--- src/rtl/codec_config_ctrl.sv ---
// Writes the fixed 11-entry codec register table over I2C after a start pulse, retrying NACKed frames.
// Bus timing comes from a quarter-bit tick that runs only while busy; every output is registered.
module codec_config_ctrl #(
    parameter int unsigned CLK_FREQ  = 25000000,
    parameter int unsigned I2C_FREQ  = 100000,
    parameter logic [6:0]  DEV_ADDR  = 7'h1A,
    parameter int unsigned MAX_RETRY = 3
) (
    input  logic       clk,
    input  logic       reset,
    input  logic       start,
    output logic       scl,
    output logic       sda_oe,
    input  logic       sda_in,
    output logic       busy,
    output logic       done,
    output logic       error,
    output logic [3:0] err_index
);

    localparam int unsigned QDIV     = CLK_FREQ / (4 * I2C_FREQ);
    localparam int unsigned CW       = (QDIV > 1) ? $clog2(QDIV) : 1;
    localparam int unsigned RW       = $clog2(MAX_RETRY + 2);
    localparam logic [3:0]  LAST_IDX = 4'd10;

    typedef enum logic [2:0] {
        S_IDLE, S_START, S_SHIFT, S_ACK, S_STOP, S_GAP, S_DONE, S_FAIL
    } state_t;

    state_t          state_q, state_d;
    logic [1:0]      phase_q, phase_d;
    logic [2:0]      bit_q, bit_d;
    logic [1:0]      byte_q, byte_d;
    logic [3:0]      idx_q, idx_d;
    logic [RW-1:0]   retry_q, retry_d;
    logic            nack_q, nack_d;
    logic [CW-1:0]   cnt_q;
    logic            scl_q, scl_d;
    logic            sda_oe_q, sda_oe_d;
    logic            busy_q, busy_d;
    logic            done_q, done_d;
    logic            error_q, error_d;
    logic [3:0]      err_index_q, err_index_d;
    logic            tick_w;
    logic [15:0]     ent_w;
    logic [7:0]      byte_w;

    // {reg[6:0], data[8:0]} per table index
    function automatic logic [15:0] tbl_entry(input logic [3:0] i);
        case (i)
            4'd0:    tbl_entry = {7'd15, 9'h000};
            4'd1:    tbl_entry = {7'd0,  9'h017};
            4'd2:    tbl_entry = {7'd1,  9'h017};
            4'd3:    tbl_entry = {7'd2,  9'h079};
            4'd4:    tbl_entry = {7'd3,  9'h079};
            4'd5:    tbl_entry = {7'd4,  9'h012};
            4'd6:    tbl_entry = {7'd5,  9'h000};
            4'd7:    tbl_entry = {7'd6,  9'h000};
            4'd8:    tbl_entry = {7'd7,  9'h002};
            4'd9:    tbl_entry = {7'd8,  9'h000};
            4'd10:   tbl_entry = {7'd9,  9'h001};
            default: tbl_entry = 16'h0000;
        endcase
    endfunction

    assign tick_w    = busy_q && (cnt_q == CW'(QDIV - 1));
    assign scl       = scl_q;
    assign sda_oe    = sda_oe_q;
    assign busy      = busy_q;
    assign done      = done_q;
    assign error     = error_q;
    assign err_index = err_index_q;

    always_ff @(posedge clk or posedge reset) begin
        if (reset) begin
            state_q     <= S_IDLE;
            phase_q     <= '0;
            bit_q       <= '0;
            byte_q      <= '0;
            idx_q       <= '0;
            retry_q     <= '0;
            nack_q      <= 1'b0;
            cnt_q       <= '0;
            scl_q       <= 1'b1;
            sda_oe_q    <= 1'b0;
            busy_q      <= 1'b0;
            done_q      <= 1'b0;
            error_q     <= 1'b0;
            err_index_q <= '0;
        end else begin
            state_q     <= state_d;
            phase_q     <= phase_d;
            bit_q       <= bit_d;
            byte_q      <= byte_d;
            idx_q       <= idx_d;
            retry_q     <= retry_d;
            nack_q      <= nack_d;
            cnt_q       <= (!busy_q || tick_w) ? '0 : cnt_q + CW'(1);
            scl_q       <= scl_d;
            sda_oe_q    <= sda_oe_d;
            busy_q      <= busy_d;
            done_q      <= done_d;
            error_q     <= error_d;
            err_index_q <= err_index_d;
        end
    end

    always_comb begin
        state_d     = state_q;
        phase_d     = phase_q;
        bit_d       = bit_q;
        byte_d      = byte_q;
        idx_d       = idx_q;
        retry_d     = retry_q;
        nack_d      = nack_q;
        busy_d      = busy_q;
        done_d      = done_q;
        error_d     = error_q;
        err_index_d = err_index_q;
        ent_w       = '0;
        byte_w      = '0;
        scl_d       = 1'b1;
        sda_oe_d    = 1'b0;

        case (state_q)
            S_IDLE, S_DONE, S_FAIL: begin
                if (start) begin
                    state_d     = S_START;
                    phase_d     = '0;
                    idx_d       = '0;
                    retry_d     = '0;
                    nack_d      = 1'b0;
                    busy_d      = 1'b1;
                    done_d      = 1'b0;
                    error_d     = 1'b0;
                    err_index_d = '0;
                end
            end
            default: begin
                if (tick_w) begin
                    phase_d = phase_q + 2'd1;
                    case (state_q)
                        S_START: begin
                            if (phase_q == 2'd3) begin
                                state_d = S_SHIFT;
                                bit_d   = '0;
                                byte_d  = '0;
                            end
                        end
                        S_SHIFT: begin
                            if (phase_q == 2'd3) begin
                                if (bit_q == 3'd7) state_d = S_ACK;
                                else               bit_d   = bit_q + 3'd1;
                            end
                        end
                        S_ACK: begin
                            // ACK is sampled on the tick that closes the high half of the bit
                            if (phase_q == 2'd2 && sda_in) begin
                                nack_d  = 1'b1;
                                retry_d = retry_q + RW'(1);
                            end
                            if (phase_q == 2'd3) begin
                                if (nack_q || byte_q == 2'd2) begin
                                    state_d = S_STOP;
                                end else begin
                                    state_d = S_SHIFT;
                                    byte_d  = byte_q + 2'd1;
                                    bit_d   = '0;
                                end
                            end
                        end
                        S_STOP: begin
                            if (phase_q == 2'd3) state_d = S_GAP;
                        end
                        S_GAP: begin
                            if (phase_q == 2'd3) begin
                                if (nack_q) begin
                                    nack_d = 1'b0;
                                    if (retry_q <= RW'(MAX_RETRY)) begin
                                        state_d = S_START;
                                    end else begin
                                        state_d     = S_FAIL;
                                        busy_d      = 1'b0;
                                        error_d     = 1'b1;
                                        err_index_d = idx_q;
                                    end
                                end else if (idx_q == LAST_IDX) begin
                                    state_d = S_DONE;
                                    busy_d  = 1'b0;
                                    done_d  = 1'b1;
                                end else begin
                                    state_d = S_START;
                                    idx_d   = idx_q + 4'd1;
                                    retry_d = '0;
                                end
                            end
                        end
                        default: ;
                    endcase
                end
            end
        endcase

        // Bus levels follow the next state so scl/sda_oe change on the same edge as the FSM
        ent_w = tbl_entry(idx_d);
        case (byte_d)
            2'd0:    byte_w = {DEV_ADDR, 1'b0};
            2'd1:    byte_w = ent_w[15:8];
            default: byte_w = ent_w[7:0];
        endcase
        case (state_d)
            S_START: begin
                scl_d    = (phase_d != 2'd3);
                sda_oe_d = (phase_d != 2'd0);
            end
            S_SHIFT: begin
                scl_d    = phase_d[0] ^ phase_d[1];
                sda_oe_d = ~byte_w[3'd7 - bit_d];
            end
            S_ACK: begin
                scl_d    = phase_d[0] ^ phase_d[1];
                sda_oe_d = 1'b0;
            end
            S_STOP: begin
                scl_d    = (phase_d != 2'd0);
                sda_oe_d = (phase_d != 2'd3);
            end
            default: begin
                scl_d    = 1'b1;
                sda_oe_d = 1'b0;
            end
        endcase
    end

endmodule
--- config.mk ---
export PLATFORM = sky130hd
export DESIGN_NAME = codec_config_ctrl
export DESIGN_NICKNAME = d
export VERILOG_FILES = /design/src/rtl/codec_config_ctrl.sv
export SDC_FILE = /design/constraint.sdc
export NUM_CORES = 1
export LEC_CHECK = 0
export CAP_MARGIN = 20
export CELL_PAD_IN_SITES_DETAIL_PLACEMENT = 0
export CELL_PAD_IN_SITES_GLOBAL_PLACEMENT = 1
export CORE_ASPECT_RATIO = 0.6
export CORE_MARGIN = 2
export CORE_UTILIZATION = 35
export CTS_CLUSTER_DIAMETER = 150
export DETAILED_ROUTE_END_ITERATION = 10
export HOLD_SLACK_MARGIN = 0.02
export PLACE_DENSITY = 0.62
export SLEW_MARGIN = 10
export SYNTH_ARGS = -nofsm -noshare
export SYNTH_HDL_FRONTEND = slang
export SYNTH_SLANG_ARGS = --single-unit
--- constraint.sdc ---
create_clock -name clk -period 7.2 [get_ports clk]
set_input_delay 1.8 -clock clk [delete_from_list [all_inputs] [get_ports clk]]
set_output_delay 1.8 -clock clk [all_outputs]
set_load 0.02 [all_outputs]
# Word level (Yosys, flattened, before mapping)
# Memory sizes are Yosys's and may differ from the RTL's.
# Index checks and enable logic that the tools add are counted.
# classes
add_sub_neg,7
multipliers,0
div_mod_pow,0
order_cmp,2
eq_ne,27
n_shift,0
mux,85
n_bitwise,2
n_reduce_logical,22
# ops
op,count
two-way mux 3 bit,27
two-way mux 4 bit,14
two-way mux 1 bit,26
"== test 3 bit, second input constant",6
AND reduction 6 bit,3
two-way mux 2 bit,8
one-hot mux 8 bit (2 select lines),1
one-hot mux 3 bit (5 select lines),1
"== test 3 x 2 -> 1 bit, second input constant",4
"!= test 3 x 2 -> 1 bit, second input constant",4
nonzero test 2 bit,6
one-hot mux 3 bit (3 select lines),1
AND reduction 7 bit,1
"adder 3 x 1 -> 3 bit, second input constant",2
"adder 6 x 1 -> 6 bit, second input constant",1
"== test 2 bit, second input constant",3
"== test 3 x 1 -> 1 bit, second input constant",2
"== test 6 bit, second input constant",1
two-way mux 6 bit,1
one-hot mux 1 bit (3 select lines),2
one-hot mux 3 bit (2 select lines),1
nonzero test 3 bit,2
AND reduction 5 bit,1
"adder 2 x 1 -> 2 bit, second input constant",2
other kinds (21),25
# word_totals
regBits,33
latch_bits,0
ram_bits,0
rom_bits,176
inputBits,4
output_inout_bits,9
wordCells,160
n_memories,1
# mem_list
name,words,width,read_ports,rd_clocked_by_memory_dff,wr,line_no,text
(no name shown),16,11,1,0,0,50,case (i)

# Longest topological paths before layout
# logic_depth
ltp_word,13
mapped_depth,14

# Worst setup path before layout
# Ideal clock, no wire load.
# synth_timing
kind,in2reg
startpoint,in start
endpoint,reg sda_oe_q (netlist: sda_oe)
setup_time_ps,126
arrival_time_ps,3877
required_time_ps,7074
slack_ps,3197
stages,12
cell_sequence,buf_2 > or4b_1 > nand3_1 > mux2i_1 > inv_1 > ha_1 > inv_1 > a2111oi_0 > a31oi_1 > a21o_1 > a311oi_1 > o21ai_1
# synth_via
elab_chain_cells,8
# synth_rtl
item,line_no,text
from (decl),11,"input logic start,"
two-way mux 4 bit,127,if (start) begin
two-way mux 4 bit,125,case (state_q)
net idx_d[1],34,"logic [3:0] idx_q, idx_d;"
memory read (16 x 11 bit),n/a,
one-hot mux 8 bit (2 select lines),206,case (byte_d)
binary-select mux 1 bit (select 3 bit),218,sda_oe_d = ~byte_w[3'd7 - bit_d];
two-way mux 1 bit (not written as such),218,
NOT 1 bit,218,
one-hot mux 1 bit (3 select lines),211,case (state_d)
net sda_oe_d,39,"logic sda_oe_q, sda_oe_d;"
to (signal assigned),100,sda_oe_q <= sda_oe_d;
to (decl),39,
# The timed path passes the listed nets, and every way through them passes these cells. The select of a mux whose other input is x is not followed.
# A chain may end at the register's enable or synchronous reset.

# Worst setup path after layout
# Same ends and word-level chain as after synthesis.

==> impl_metrics.ini <==
[setup_path]
worstPathArrival_ns = 4.91
crit_type = in2reg
worstSetupStartpointType = input port
cp-endpoint = sda_oe$_DFF_PP0_
cp_max_fo = 8
r2r_start = state_q[2]$_DFF_PP0_
worstSetupStartpoint = start
critPathRequiredTime_ns = 7.35
reg2reg_depth = 10
crit_path_end_kind = flop
reg2reg_slack_ns = 3.08
reg2reg_to = sda_oe$_DFF_PP0_

[power_and_ir_drop]
ir_drop_v = 0.0000763
p_sw_frac = 0.198
pwr-share-clk = 0.538
p_switching_uw = 82.2
p_int_uw = 334
p_per_area_nw_per_um2 = 148
p_comb_frac = 0.016
pwr-share-seq = 0.446
cellLeakagePower_nw = 1.25

[outcome]
status = finished, final reports clean

[route]
drt_first_iter_violations = 265
routed-via-count = 2218
firstDrtPassIters = 5
route.detailed.drc = 0
routedWlPerCell_um = 15.9
ant_nets = 0
viasPerCell = 5.75
finalWirelength_um = 6150

[synthesis]
synthArstFlopShare = 1.00
synthFlopType = dfrtp_1
synth-seq-area-share = 0.333
synth_fp_nets = 312
synth.yosys.warnings = 0
syn_inst = 290
avgSynthCellArea_um2 = 8.56
synth_enable_flop_cells = 0
ys_ff_latch = 33
yosys.cell_types.count = 65
syn_area_um2 = 2480

[finish]
fin_cells = 386
areaGrowthSynthToFinish_pct = 13.5
drive_above_1_share = 0.0803
nNetsFinal = 320
multi_input_area_um2 = 1500
fillCellCount = 681
ff_latch_area_um2 = 827
antenna_cells = 0

[place]
pre_cts_ws_ns = 2.23
io_buffers = 12
hpwlAfterDp_um = 4620
placed_cells = 378
gp_congestion = 0.826

[sta]
slew_headroom = 0.454
hold_ws_ns = 0.471
hold_viol = 0
max_slew.worst_pin.slew_ns = 0.812
rsz0062_at_grt = no
fin_setup_tns_ns = 0
final.min_clock_period_ns = 4.76
setup_ws_ns = 2.44
clock.fmax_mhz = 210
setup_viol = 0
post-route-period-util = 0.661
drv_slew = 0
fin_skew_ns = 0.00221

[clock_tree]
root_buffer = clkbuf_16
ctsResizeCount = 0
clock_sinks = 33
postCtsHoldBufs = 0
clock_latency_ns = 0.28
cts_max_path_buffers = 2
cts_max_level = 2
cts_setup_buffers = 0
clk_pin_slew_ns = 0.05
cts_tree = yes
cts-buffers-inserted = 5

[floorplan]
core_area_um2 = 6760
die_area_um2 = 7800
io_pins = 13
die_w_um = 113
start_util = 0.367
rows = 23
chipHeight_um = 69.2

[worst_hold_path]
hold_path_class = reg2reg
min_from = error$_DFFE_PP0P_

[global_routing]
antenna_found_initial = 0
grt_overflow_total = 0
grtUsageTotal = 0.167
grt_pass1_wl_um = 10400
grt_pass1_vias = 1923
grt_max_degree = 34

[job]
timing.max_cap.violations = 0
synth_stat cells, types with 3 or more instances:
library cell,n,share of area
or2_2,3,0.0076
o21ai_0,10,0.020
mux2i_1,4,0.016
clkbuf_1,4,0.0060
nor2b_1,3,0.0076
nand2_1,36,0.054
a211o_1,3,0.011
o31ai_1,5,0.015
o211ai_1,3,0.0091
nor4_1,4,0.010
ha_1,18,0.091
or3_1,3,0.0076
buf_2,6,0.012
nor2_1,19,0.029
o22ai_1,3,0.0076
a21oi_1,12,0.024
nand4_1,3,0.0076
nand3_1,14,0.028
nor3_1,11,0.022
nand2b_1,6,0.015
dfrtp_1,32,0.32
inv_1,24,0.036
a41oi_1,4,0.014
nand3b_1,3,0.0091
a21o_1,4,0.012
sequential cells by signal, summed over array words and instances, names as in the netlist, 2 cells and up:
| register | cells |
|---|---|
| idx_q | 4 |
| retry_q | 3 |
| cnt_q | 6 |
| byte_q | 2 |
| state_q | 3 |
| phase_q | 2 |
| err_index | 4 |
| bit_q | 3 |
final cells by class:
| type | count | share of cell area |
|---|---|---|
| flip-flops and latches | 33 | 0.294 |
| multi-input cells | 220 | 0.531 |
| inverters | 25 | 0.0351 |
| clock buffers | 7 | 0.0542 |
| well taps | 87 | 0.0386 |
| repair buffers | 13 | 0.0453 |
| clock inverters | 1 | 0.00178 |
placed cells by master, fill, tap and decap left out, types with 4 or more instances in the layout:
master,n
a21o_1,4
a21oi_1,12
a41oi_1,4
clkbuf_16,5
clkdlybuf4s50_1,12
dfrtp_1,32
ha_1,18
inv_1,24
mux2i_1,4
nand2_1,36
nand2b_1,6
nand3_1,14
nor2_1,19
nor3_1,11
nor4_1,4
o21ai_0,10
o31ai_1,5
stage by stage:
stage	power (mW)	area (um2)	util
2_1_floorplan	0.192	2480	-
3_3_place_gp	0.196	2660	0.393
3_5_place_dp	0.196	2660	0.393
4_1_cts	0.424	2820	0.416
5_1_grt	0.435	2820	0.416
6_report	0.416	2820	0.416
critical path: stages:
cell and delay [ns]:
clkdlybuf4s50_1 0.57, o21ai_1 0.43, o211ai_1 0.17, o31ai_1 0.26, inv_1 0.20, ha_1 0.40
o31a_1 0.31, a41oi_1 0.17, o32ai_1 0.12, a311oi_1 0.38, o21ai_1 0.11
how the worst min path moves through the flow:
stage / to / cells after the start / slack, ns
finish: error$_DFFE_PP0P_ / 2 / 0.47
global route: done$_DFFE_PP0P_ / 1 / 0.52
CTS: error$_DFFE_PP0P_ / 2 / 0.48
detailed placement: error$_DFFE_PP0P_ / 2 / 0.46
global placement: error$_DFFE_PP0P_ / 2 / 0.47
floorplan: cnt_q[0]$_DFF_PP0_ / 1 / 0.46
per-layer routing:
layer / part of all wire / up-vias / track usage
met2: 0.37 / 92 / 0.195
li1: - / 1074 / -
met3: 0.068 / 5 / 0.0315
met1: 0.56 / 1047 / 0.289
met4: 0.0075 / 0 / 0.0488
met5: 0 / - / 0
cells by family (layout without fill, tap and decap cells):
group                    after synthesis  in the layout  synth area share
XOR/XNOR                               4              4            0.0141
multiplexers                           7              7            0.0312
adder cells (fa/ha/maj)               18             18            0.0907
AND/OR/NAND/NOR                      121            121             0.257
buffers and inverters                 37             46            0.0640
AO/OA/AOI/OAI                         70             70             0.210
flip-flops                            33             33             0.333
power by group through the flow:
stage | clock (mW) | combinational (mW) | sequential [mW]
floorplan | 0 | 0.00364 | 0.189
global placement | 0 | 0.00710 | 0.189
detailed placement | 0 | 0.00719 | 0.189
CTS | 0.231 | 0.00716 | 0.186
global route | 0.242 | 0.00781 | 0.185
finish | 0.224 | 0.00668 | 0.186
No activity file was read; power rests on OpenSTA's default activity.
